## src/rtl/seq_detector_param.sv

```systemverilog
// ----------------------------------------------------------------------------
// seq_detector_param
//
// Serial pattern detector. Accepted bits (in_valid=1) are shifted into a
// history register. A match is flagged combinationally in the same cycle that
// the final pattern bit is presented. Matches are counted in a saturating
// counter with a sticky saturation flag.
//
// Parameters
//   PAT_W    : pattern length in bits (2..32)
//   PATTERN  : target sequence, MSB is the first bit received
//   CNT_W    : match counter width (1..32)
//
// Ports
//   clk        : clock, rising edge
//   reset      : asynchronous active-low reset
//   in_bit     : serial data bit
//   in_valid   : qualifies in_bit
//   overlap_en : 1 = overlapping matches allowed, 0 = non-overlapping
//   clear_cnt  : synchronous clear of match_cnt and cnt_sat
//   out        : Mealy match flag (combinational)
//   out_q      : out delayed by one cycle
//   match_cnt  : number of matches since reset or last clear
//   cnt_sat    : sticky flag, set once match_cnt has saturated
// ----------------------------------------------------------------------------
module seq_detector_param #(
    parameter int unsigned       PAT_W   = 5,
    parameter logic [PAT_W-1:0]  PATTERN = PAT_W'(5'b11010),
    parameter int unsigned       CNT_W   = 8
) (
    input  logic             clk,
    input  logic             reset,
    input  logic             in_bit,
    input  logic             in_valid,
    input  logic             overlap_en,
    input  logic             clear_cnt,
    output logic             out,
    output logic             out_q,
    output logic [CNT_W-1:0] match_cnt,
    output logic             cnt_sat
);

    // Reject parameter values the datapath cannot represent.
    generate
        if (PAT_W < 2 || PAT_W > 32) begin : gBadPatW
            $fatal(1, "seq_detector_param: PAT_W=%0d outside legal range 2..32", PAT_W);
        end
        if (CNT_W < 1 || CNT_W > 32) begin : gBadCntW
            $fatal(1, "seq_detector_param: CNT_W=%0d outside legal range 1..32", CNT_W);
        end
    endgenerate

    // Fill count saturates at PAT_W-1, so $clog2(PAT_W) bits are enough.
    localparam int unsigned FILL_W = (PAT_W > 1) ? $clog2(PAT_W) : 1;
    localparam logic [FILL_W-1:0] FILL_FULL = FILL_W'(PAT_W - 1);

    logic [PAT_W-2:0]  history_q, history_d;
    logic [FILL_W-1:0] fillCnt_q, fillCnt_d;
    logic              outReg_q;
    logic [CNT_W-1:0]  matchCnt_q, matchCnt_d;
    logic              cntSat_q, cntSat_d;

    logic              fillFull;
    logic [PAT_W-1:0]  candidate;
    logic              match;

    // The candidate window is the stored history with the incoming bit as LSB.
    // A match needs a full history so stale or partial bits never count.
    assign fillFull  = (fillCnt_q == FILL_FULL);
    assign candidate = {history_q, in_bit};
    assign match     = in_valid && fillFull && (candidate == PATTERN);

    // Next-state for history and fill count. Non-overlap mode empties the
    // fill count on a match so the next match needs PAT_W fresh bits;
    // overlap_en is only consulted on match edges.
    always_comb begin
        history_d = history_q;
        fillCnt_d = fillCnt_q;
        if (in_valid) begin
            history_d = candidate[PAT_W-2:0];
            if (match && !overlap_en) begin
                fillCnt_d = '0;
            end else if (!fillFull) begin
                fillCnt_d = fillCnt_q + 1'b1;
            end
        end
    end

    // Next-state for the match counter. Clear wins over a coincident match;
    // a match at all-ones holds the count and raises the sticky flag.
    always_comb begin
        matchCnt_d = matchCnt_q;
        cntSat_d   = cntSat_q;
        if (clear_cnt) begin
            matchCnt_d = '0;
            cntSat_d   = 1'b0;
        end else if (match) begin
            if (&matchCnt_q) begin
                cntSat_d = 1'b1;
            end else begin
                matchCnt_d = matchCnt_q + 1'b1;
            end
        end
    end

    // State registers; reset discards any partial history.
    always_ff @(posedge clk or negedge reset) begin
        if (!reset) begin
            history_q  <= '0;
            fillCnt_q  <= '0;
            outReg_q   <= 1'b0;
            matchCnt_q <= '0;
            cntSat_q   <= 1'b0;
        end else begin
            history_q  <= history_d;
            fillCnt_q  <= fillCnt_d;
            outReg_q   <= match;
            matchCnt_q <= matchCnt_d;
            cntSat_q   <= cntSat_d;
        end
    end

    assign out       = match;
    assign out_q     = outReg_q;
    assign match_cnt = matchCnt_q;
    assign cnt_sat   = cntSat_q;

endmodule

```

## config.mk

```make
export PLATFORM = sky130hd
export DESIGN_NAME = seq_detector_param
export DESIGN_NICKNAME = d
export VERILOG_FILES = /design/src/rtl/seq_detector_param.sv
export SDC_FILE = /design/constraint.sdc
export NUM_CORES = 1
export LEC_CHECK = 0
export BUFFER_PORTS_ARGS = -buffer_cell sky130_fd_sc_hd__buf_2
export CAP_MARGIN = 25
export CORE_MARGIN = 3
export CORE_UTILIZATION = 50
export CTS_BUF_LIST = sky130_fd_sc_hd__clkbuf_2 sky130_fd_sc_hd__clkbuf_4 sky130_fd_sc_hd__clkbuf_8
export CTS_CLUSTER_DIAMETER = 120
export DETAILED_ROUTE_END_ITERATION = 12
export PLACE_DENSITY = 0.85
export SLEW_MARGIN = 20
export SYNTH_ARGS = -nofsm -noshare
export SYNTH_HDL_FRONTEND = slang
export SYNTH_SLANG_ARGS = --single-unit
```

## constraint.sdc

```tcl
create_clock -name clk -period 3.33 [get_ports clk]
set_input_delay 0.1665 -clock clk [delete_from_list [all_inputs] [get_ports clk]]
set_output_delay 0.1665 -clock clk [all_outputs]
set_load 0.01 [all_outputs]
```

==> impl_metrics.json, run 1 <==
{
  "outcome": "complete, no violations",
  "wl_met2_um": 810,
  "vias": 653,
  "yosysTopAreaCell": "dfrtp_1",
  "grt.overflow.total": 0,
  "crit_path_start_kind": "register",
  "yosys_warnings": 0,
  "hpwlAfterDp_mm": 1.257,
  "cts_resized": 0,
  "post_cts_buffers": 0,
  "synth.avg_cell_area_um2": 10.83,
  "drt_first_iter_violations": 6,
  "antenna_found_initial": 0,
  "maxCapViolations": 0,
  "yosysSeqAreaShare": 0.4971,
  "synth.cell_area_um2": 855.8,
  "layout_worst_path_cycle_share": 0.6430,
  "grt_pass1_wl_mm": 2.932,
  "place_congestion": 0.7936,
  "clock.fmax_mhz": 467.0,
  "routed_via_density": 5.728,
  "rows": 14,
  "setup_tns_ns": 0,
  "crit_fanout": 9,
  "p_leak_nw": 0.4667,
  "nNetsFinal": 108,
  "maxSlewHeadroom": 0.7422,
  "syn_nets": 88,
  "track_usage": 0.1880,
  "cts_tree": "built",
  "timing.hold.ws_ns": 0.1398,
  "ys_ff_latch": 17,
  "clk_path_buf_depth": 2,
  "drc": 0,
  "routedLengthMet1_um": 754,
  "drt-wirelength-per-cell_um": 14.65,
  "rsz0062_at_grt": "false",
  "antenna_left": 0,
  "firstDrtPassIters": 4,
  "numClockSinks": 17,
  "syn-instance-count": 79,
  "hold_class": "input port to register",
  "finalSetupViolations": 0,
  "start_util": 0.5490,
  "grt_pass1_vias": 654,
  "dr_wl_met3_um": 68,
  "synth.top_cell.area_share": 0.4971,
  "core_um2": 1559,
  "die-area_um2": 2244,
  "clock_latency_ns": 0.29,
  "synthTopCellsByArea": "dfrtp_1 50%, mux2_2 5.3%, ha_1 4.4%, nor2_1 3.9%, a21oi_1 3.5%",
  "path_class": "register to register",
  "root_buffer": "clkbuf_4",
  "cts_made_buffers": 3,
  "final-instance-count-excl-fill": 114,
  "synth_cell_types": 29,
  "n_antenna_cell": 0,
  "dp_cells": 109,
  "worstPathArrival_ns": 2.35,
  "tightest_slew_ns": 0.3853,
  "cp-end-kind": "register",
  "crit_required_ns": 3.53,
  "routed_wl_mm": 1.670,
  "grt_max_degree": 18,
  "syn2layout_area_growth_pct": 14.62,
  "io_buffers": 16,
  "h-tree-depth": 1,
  "fin_crit_ns": 2.141,
  "chipWidth_um": 47.37,
  "power.density_nw_per_um2": 479.3,
  "highest_layer": "met4",
  "drive_above_1_share": 0.2857,
  "drv_slew": 0,
  "ir_drop_mv": 0.3660,
  "clkTransAtPathRegs_ns": 0.10,
  "finalHoldViolations": 0,
  "io-pin-count": 17,
  "fill_cells": 133,
  "power_mw": 0.4702,
  "die_y_um": 47.37,
  "skew_ns": 0.007935
}
==> report_power, final <==
part           internal (mW)  leakage [nW]  total [mW]  switching, mW
clock                 0.0547        0.0184       0.117         0.0623
combinational         0.0448         0.226      0.0923         0.0475
sequential             0.234         0.222       0.261         0.0267
==> kinds of logic (layout without fill, tap and decap cells) <==
kind of cell,count (synthesis),after routing,share of synthesized area
AO/OA/AOI/OAI,14,14,0.1067
XOR/XNOR,3,3,0.03071
adder cells (fa/ha/maj),3,3,0.04386
buffers and inverters,8,27,0.04385
flip-flops,17,17,0.4971
multiplexers,6,6,0.07602
AND/OR/NAND/NOR,28,28,0.2018
==> flip-flops by register name, indices dropped and copies added (netlist names) <==
register	cells
cnt_sat	1
match_cnt	8
history_q	4
fillCnt_q	3
out_q	1
==> critical path, cell delays in order, from the launching register on <==
cell,delay (ns)
dfrtp_1,0.45
ha_1,0.27
and4_4,0.22
a211o_1,0.41
or4_1,0.53
a21oi_1,0.18
==> per-layer routing <==
layer | vias up | track usage
met5 | - | 0
met4 | 0 | 0.08287
met3 | 6 | 0.03831
met2 | 17 | 0.2995
met1 | 306 | 0.2441
li1 | 324 | -
==> layout make-up <==
| class | count | area, um^2 | share of cell area |
|---|---|---|---|
| Clock buffer | 4 | 30.03 | 0.03061 |
| Inverter | 6 | 22.52 | 0.02296 |
| Multi-Input combinational cell | 54 | 392.9 | 0.4005 |
| Sequential cell | 17 | 425.4 | 0.4337 |
| Tap cell | 16 | 20.02 | 0.02041 |
| Timing Repair Buffer | 17 | 90.09 | 0.09184 |
==> through the flow <==
step | util | worst slack, ns | area (um^2)
after global placement | 0.6035 | 1.318 | 940.9
after global routing | 0.6292 | 1.044 | 980.9
after floorplan | - | 1.304 | 855.8
after CTS | 0.6292 | 1.178 | 980.9
after detailed placement | 0.6035 | 1.212 | 940.9
final | 0.6292 | 1.189 | 980.9
==> synth_stat cells <==
cell	count
nand3_1	4
o21ai_1	1
ha_1	3
buf_1	1
nand2_1	3
a21oi_1	6
nand4_1	2
and4_4	1
a311o_1	1
buf_6	1
a31oi_1	1
xnor2_1	1
or3_1	1
mux2_2	4
a21boi_2	1
o31ai_1	2
nor3_1	2
nand4bb_4	1
o21ai_0	1
dfrtp_1	17
inv_1	6
mux2i_1	2
or4_1	2
nor2_1	9
nand2b_1	1
nand4_2	1
a211o_1	1
xor2_1	2
and3_1	1
==> cell usage in the layout, fill, tap and decap left out, drive strengths merged, types with 4 or more instances in the layout <==
master | Yosys | layout
mux2 | 4 | 4
dfrtp | 17 | 17
clkbuf | 0 | 4
inv | 6 | 6
buf | 2 | 16
a21oi | 6 | 6
nor2 | 9 | 9
nand3 | 4 | 4
==> what timing repair did <==
action | in CTS | in global routing
endpoints found under the hold margin | 17 | 0
endpoints found under the setup margin | 0 | 0
hold buffers | 1 | 0
==> worst paths after layout <==
kind | from | to | slack [ns] | cells after the start
setup reg to reg | match_cnt[0] | match_cnt[7] | 1.19 | 5
min in group asynchronous | reset | out_q | 0.32 | 2
hold reg to reg | cnt_sat | cnt_sat | 0.54 | 2
hold / removal | in_bit | history_q[0] | 0.14 | 2
max in group asynchronous | reset | history_q[2] | 2.74 | 2
setup / recovery | match_cnt[0] | match_cnt[7] | 1.19 | 5
No activity file was read; power rests on OpenSTA's default activity.
==> run 2: changes to the inputs <==
==> constraint.sdc (replaced) <==
create_clock -name clk -period 2 [get_ports clk]
set_input_delay 0.1 -clock clk [delete_from_list [all_inputs] [get_ports clk]]
set_output_delay 0.1 -clock clk [all_outputs]
set_load 0.01 [all_outputs]
==> impl_metrics.json, run 2 (synthesized netlist as in run 1, its figures left out) <==
{
  "hold_class": "input port to register",
  "skew_ns": 0.006030,
  "maxSlewHeadroom": 0.7516,
  "seqCellArea_um2": 426.7,
  "p_leak_nw": 0.4750,
  "start_util": 0.5490,
  "drt_first_iter_violations": 13,
  "routed_wl_mm": 1.527,
  "critPathMaxStageDelay_ns": 0.50,
  "largest_register_ffs": 8,
  "grt_pass1_wl_mm": 2.463,
  "path_class": "register to register",
  "place_area_um2": 967.2,
  "firstDrtPassIters": 4,
  "nNetsFinal": 111,
  "chipWidth_um": 47.37,
  "die-area_um2": 2244,
  "crit_path_start_kind": "register",
  "slowest_stage": "or4_1",
  "crit_fanout": 6,
  "antenna_left": 0,
  "reg2regPathDepth": 5,
  "power_mw": 0.7762,
  "track_usage": 0.1658,
  "final_cell_mix": "16 x dfrtp_1, 16 x buf_2, 9 x nor2_1",
  "post_cts_buffers": 0,
  "crit_required_ns": 2.24,
  "cts_tree": "built",
  "hpwlAfterDp_mm": 1.143,
  "multiInputGateArea_um2": 395.4,
  "numClockSinks": 17,
  "ir_drop_mv": 0.6324,
  "hold_depth": 2,
  "die_y_um": 47.37,
  "fin_crit_ns": 1.918,
  "worstPathArrival_ns": 2.16,
  "clock.fmax_mhz": 521.5,
  "finalHoldViolations": 0,
  "tightest_slew_ns": 0.3726,
  "clkTransAtPathRegs_ns": 0.10,
  "maxCapViolations": 0,
  "syn2layout_area_growth_pct": 17.40,
  "n_antenna_cell": 0,
  "setup_tns_ns": 0,
  "io_buffers": 16,
  "antenna_found_initial": 0,
  "finalSetupViolations": 0,
  "drv_slew": 0,
  "fill_cells": 133,
  "crit_chain": "ha_2, and4_4, a211o_1, or4_1, a21oi_1",
  "grt_pass1_vias": 577,
  "cts_made_buffers": 3,
  "drc": 0,
  "place_congestion": 0.7764,
  "io-pin-count": 17,
  "timing.hold.ws_ns": 0.04817,
  "routed_via_density": 5.402,
  "root_buffer": "clkbuf_4",
  "drt-wirelength-per-cell_um": 13.05,
  "clk_path_buf_depth": 2,
  "outcome": "complete, no violations",
  "h-tree-depth": 1,
  "core_um2": 1559,
  "fin_area_um2": 1005,
  "drive_above_1_share": 0.3267,
  "vias": 632,
  "clock_latency_ns": 0.30,
  "grt_max_degree": 18,
  "cp-end-kind": "register",
  "rsz0062_at_grt": "false",
  "layout_worst_path_cycle_share": 0.9588,
  "power.density_nw_per_um2": 772.6,
  "rows": 14,
  "grt.overflow.total": 0,
  "utilization": 0.6445
}
## run 2: critical path: cells and delay by family, from the launching register on
kind,cells,cell delay [ns]
and+or+nand+nor,2,0.70
DFF,1,0.45
adders and majority gates,1,0.21
AOI/OAI and AO/OA,2,0.48
## run 2: cell type report
type                       instances  share of cell area
sequential                        17              0.4247
inverter                           6             0.02242
timing repair buffer              20              0.1121
clock buffer                       3             0.02242
clock inverter                     1            0.004981
multi-input combinational         54              0.3935
tap                               16             0.01993
## run 2: routing by layer
metal	part of all wire	vias up	track usage	wire [um]
li1	-	325	-	-
met1	0.47	290	0.2080	716
met2	0.45	12	0.2513	691
met3	0.052	5	0.04598	79
met4	0.026	0	0.09945	40
met5	0	-	0	0
## run 2: stage by stage
| step | instances | setup WS (ns) |
|---|---|---|
| 5_1_grt | 117 | 0.001759 |
| 6_report | 117 | 0.08248 |
| 2_1_floorplan | 79 | 0.03585 |
| 4_1_cts | 117 | 0.06941 |
| 3_5_place_dp | 112 | 0.09220 |
| 3_3_place_gp | 112 | 0.1256 |
## run 2: worst paths after layout
kind,startpoint,end,slack (ns)
worst max-delay path,match_cnt[0],match_cnt[5],0.08
min in group asynchronous,reset,fillCnt_q[0],0.23
worst min register to register,cnt_sat,cnt_sat,0.52
max in group asynchronous,reset,match_cnt[0],1.49
worst min-delay path,in_bit,history_q[0],0.05
worst max register to register,match_cnt[0],match_cnt[5],0.08
## run 2: repair_timing
item | CTS | global route
gates resized for setup | 0 | 0
hold buffers | 1 | 0
endpoints found under the hold margin | 17 | 0
## run 2: where the power goes
group	leakage [nW]	internal (mW)	total [mW]	switching [mW]
clock network	0.0177	0.0748	0.188	0.113
logic	0.237	0.0754	0.155	0.0797
registers	0.221	0.390	0.433	0.0430
==> run 3: changes to the inputs <==
--- a/config.mk
+++ b/config.mk
@@ -12,7 +12,8 @@
 export CTS_BUF_LIST = sky130_fd_sc_hd__clkbuf_2 sky130_fd_sc_hd__clkbuf_4 sky130_fd_sc_hd__clkbuf_8
 export CTS_CLUSTER_DIAMETER = 120
 export DETAILED_ROUTE_END_ITERATION = 12
-export PLACE_DENSITY = 0.85
+export MAX_ROUTING_LAYER = met4
+export PLACE_DENSITY = 0.74
 export SLEW_MARGIN = 20
 export SYNTH_ARGS = -nofsm -noshare
 export SYNTH_HDL_FRONTEND = slang
==> impl_metrics.json, run 3 (synthesized netlist as in run 1, its figures left out) <==
{
  "nNetsFinal": 111,
  "antenna_found_initial": 0,
  "crit_chain": "ha_2, and4_4, a211o_1, or4_1, a21oi_1",
  "post_cts_buffers": 0,
  "tightest_slew_ns": 0.3773,
  "clk_path_buf_depth": 2,
  "ir_drop_mv": 0.5836,
  "routed_via_density": 5.479,
  "pre_cts_slack_ns": 0.1034,
  "outcome": "complete, no violations",
  "path_depth": 5,
  "crit_path_start_kind": "register",
  "numClockSinks": 17,
  "timing.critical_path.buf_inv": 0,
  "io_buffers": 16,
  "fin_crit_ns": 1.918,
  "crit_required_ns": 2.22,
  "vias": 641,
  "hold_class": "input port to register",
  "hpwlAfterDp_mm": 1.084,
  "post-route-worst-setup-slack_ns": 0.08245,
  "worstHoldStart": "in_bit",
  "setup_tns_ns": 0,
  "worstHoldEndpoint": "history_q[0]",
  "cp-end-kind": "register",
  "clkTransAtPathRegs_ns": 0.09,
  "met1_usage": 0.2188,
  "rows": 14,
  "finalHoldViolations": 0,
  "chipWidth_um": 47.37,
  "dp_cells": 112,
  "final_cell_mix": "16 x dfrtp_1, 16 x buf_2, 9 x nor2_1",
  "start_util": 0.5490,
  "cts_made_buffers": 3,
  "die_y_um": 47.37,
  "drt_first_iter_violations": 6,
  "firstDrtPassIters": 4,
  "maxSlewHeadroom": 0.7485,
  "layout_worst_path_cycle_share": 0.9588,
  "clock_latency_ns": 0.28,
  "root_buffer": "clkbuf_4",
  "die-area_um2": 2244,
  "power.density_nw_per_um2": 770.4,
  "place_congestion": 0.7836,
  "n_antenna_cell": 0,
  "rsz0062_at_grt": "false",
  "worstPathArrival_ns": 2.14,
  "path_class": "register to register",
  "r2r_start": "match_cnt[0]",
  "use_met2": 0.2299,
  "drive_above_1_share": 0.3267,
  "clock.fmax_mhz": 521.5,
  "cts_tree": "built",
  "p_leak_nw": 0.4757,
  "final-instance-count-excl-fill": 117,
  "drc": 0,
  "h-tree-depth": 1,
  "largest_register_ffs": 8,
  "crit_fanout": 6,
  "utilization": 0.6461,
  "track_usage": 0.1660,
  "hold_depth": 2,
  "maxCapViolations": 0,
  "grt_pass1_wl_mm": 2.449,
  "core_um2": 1559,
  "busiest_layer": "met2",
  "drv_slew": 0,
  "cp_top_family": "simple AND/OR/NAND/NOR gates",
  "skew_ns": 0.003048,
  "io-pin-count": 17,
  "routed_wl_mm": 1.475,
  "r2r-end": "match_cnt[5]",
  "antenna_left": 0,
  "worst-r2r-setup-slack_ns": 0.08,
  "grt_pass1_vias": 582,
  "critPathMaxStageDelay_ns": 0.50,
  "startpoint": "match_cnt[0]",
  "use_met3": 0.02299,
  "grt_max_degree": 18,
  "slowest_stage": "or4_1",
  "fill_cells": 119,
  "reg2regPathDepth": 5,
  "drt-wirelength-per-cell_um": 12.61,
  "finalSetupViolations": 0,
  "syn2layout_area_growth_pct": 17.69,
  "grt.overflow.total": 0
}
## run 3: worst max-delay path by stage
stage / to / slack (ns)
global route: match_cnt[3] / 0.004
CTS: match_cnt[5] / 0.07
global placement: match_cnt[7] / 0.12
floorplan: match_cnt[5] / 0.04
finish: match_cnt[5] / 0.08
detailed placement: match_cnt[7] / 0.10
## run 3: repair_timing
item                                   CTS  global route
hold buffers                             1             0
resized for setup                        0             0
endpoints found under the hold margin   17             0
## run 3: area by class of cell
type	count	area [um^2]	area share
repair buffers	20	112.6	0.1118
multi-input cells	54	395.4	0.3925
flip-flops and latches	17	426.7	0.4236
clock buffers	4	30.03	0.02981
inverters	6	22.52	0.02236
well taps	16	20.02	0.01988
## run 3: power breakdown
group / switching [mW] / total (mW) / leakage [nW] / internal, mW
Clock: 0.101 / 0.192 / 0.0184 / 0.0910
Combinational: 0.0771 / 0.151 / 0.237 / 0.0740
Sequential: 0.0429 / 0.433 / 0.221 / 0.390
Total: 0.221 / 0.776 / 0.476 / 0.555
## run 3: through the flow
stage	power, mW	hold slack, ns	instance area [um^2]
after global placement	0.5852	0.03838	967.2
after CTS	0.7875	0.05246	1007
final	0.7760	0.06286	1007
after detailed placement	0.5901	0.03945	967.2
after floorplan	0.5514	-0.1956	859.6
after global routing	0.8268	0.05674	1007
## run 3: metal layers
layer  share of wire  vias up
met5               0        -
met4           0.023        0
met3           0.034        4
met2            0.44       13
met1            0.50      292
li1                -      332
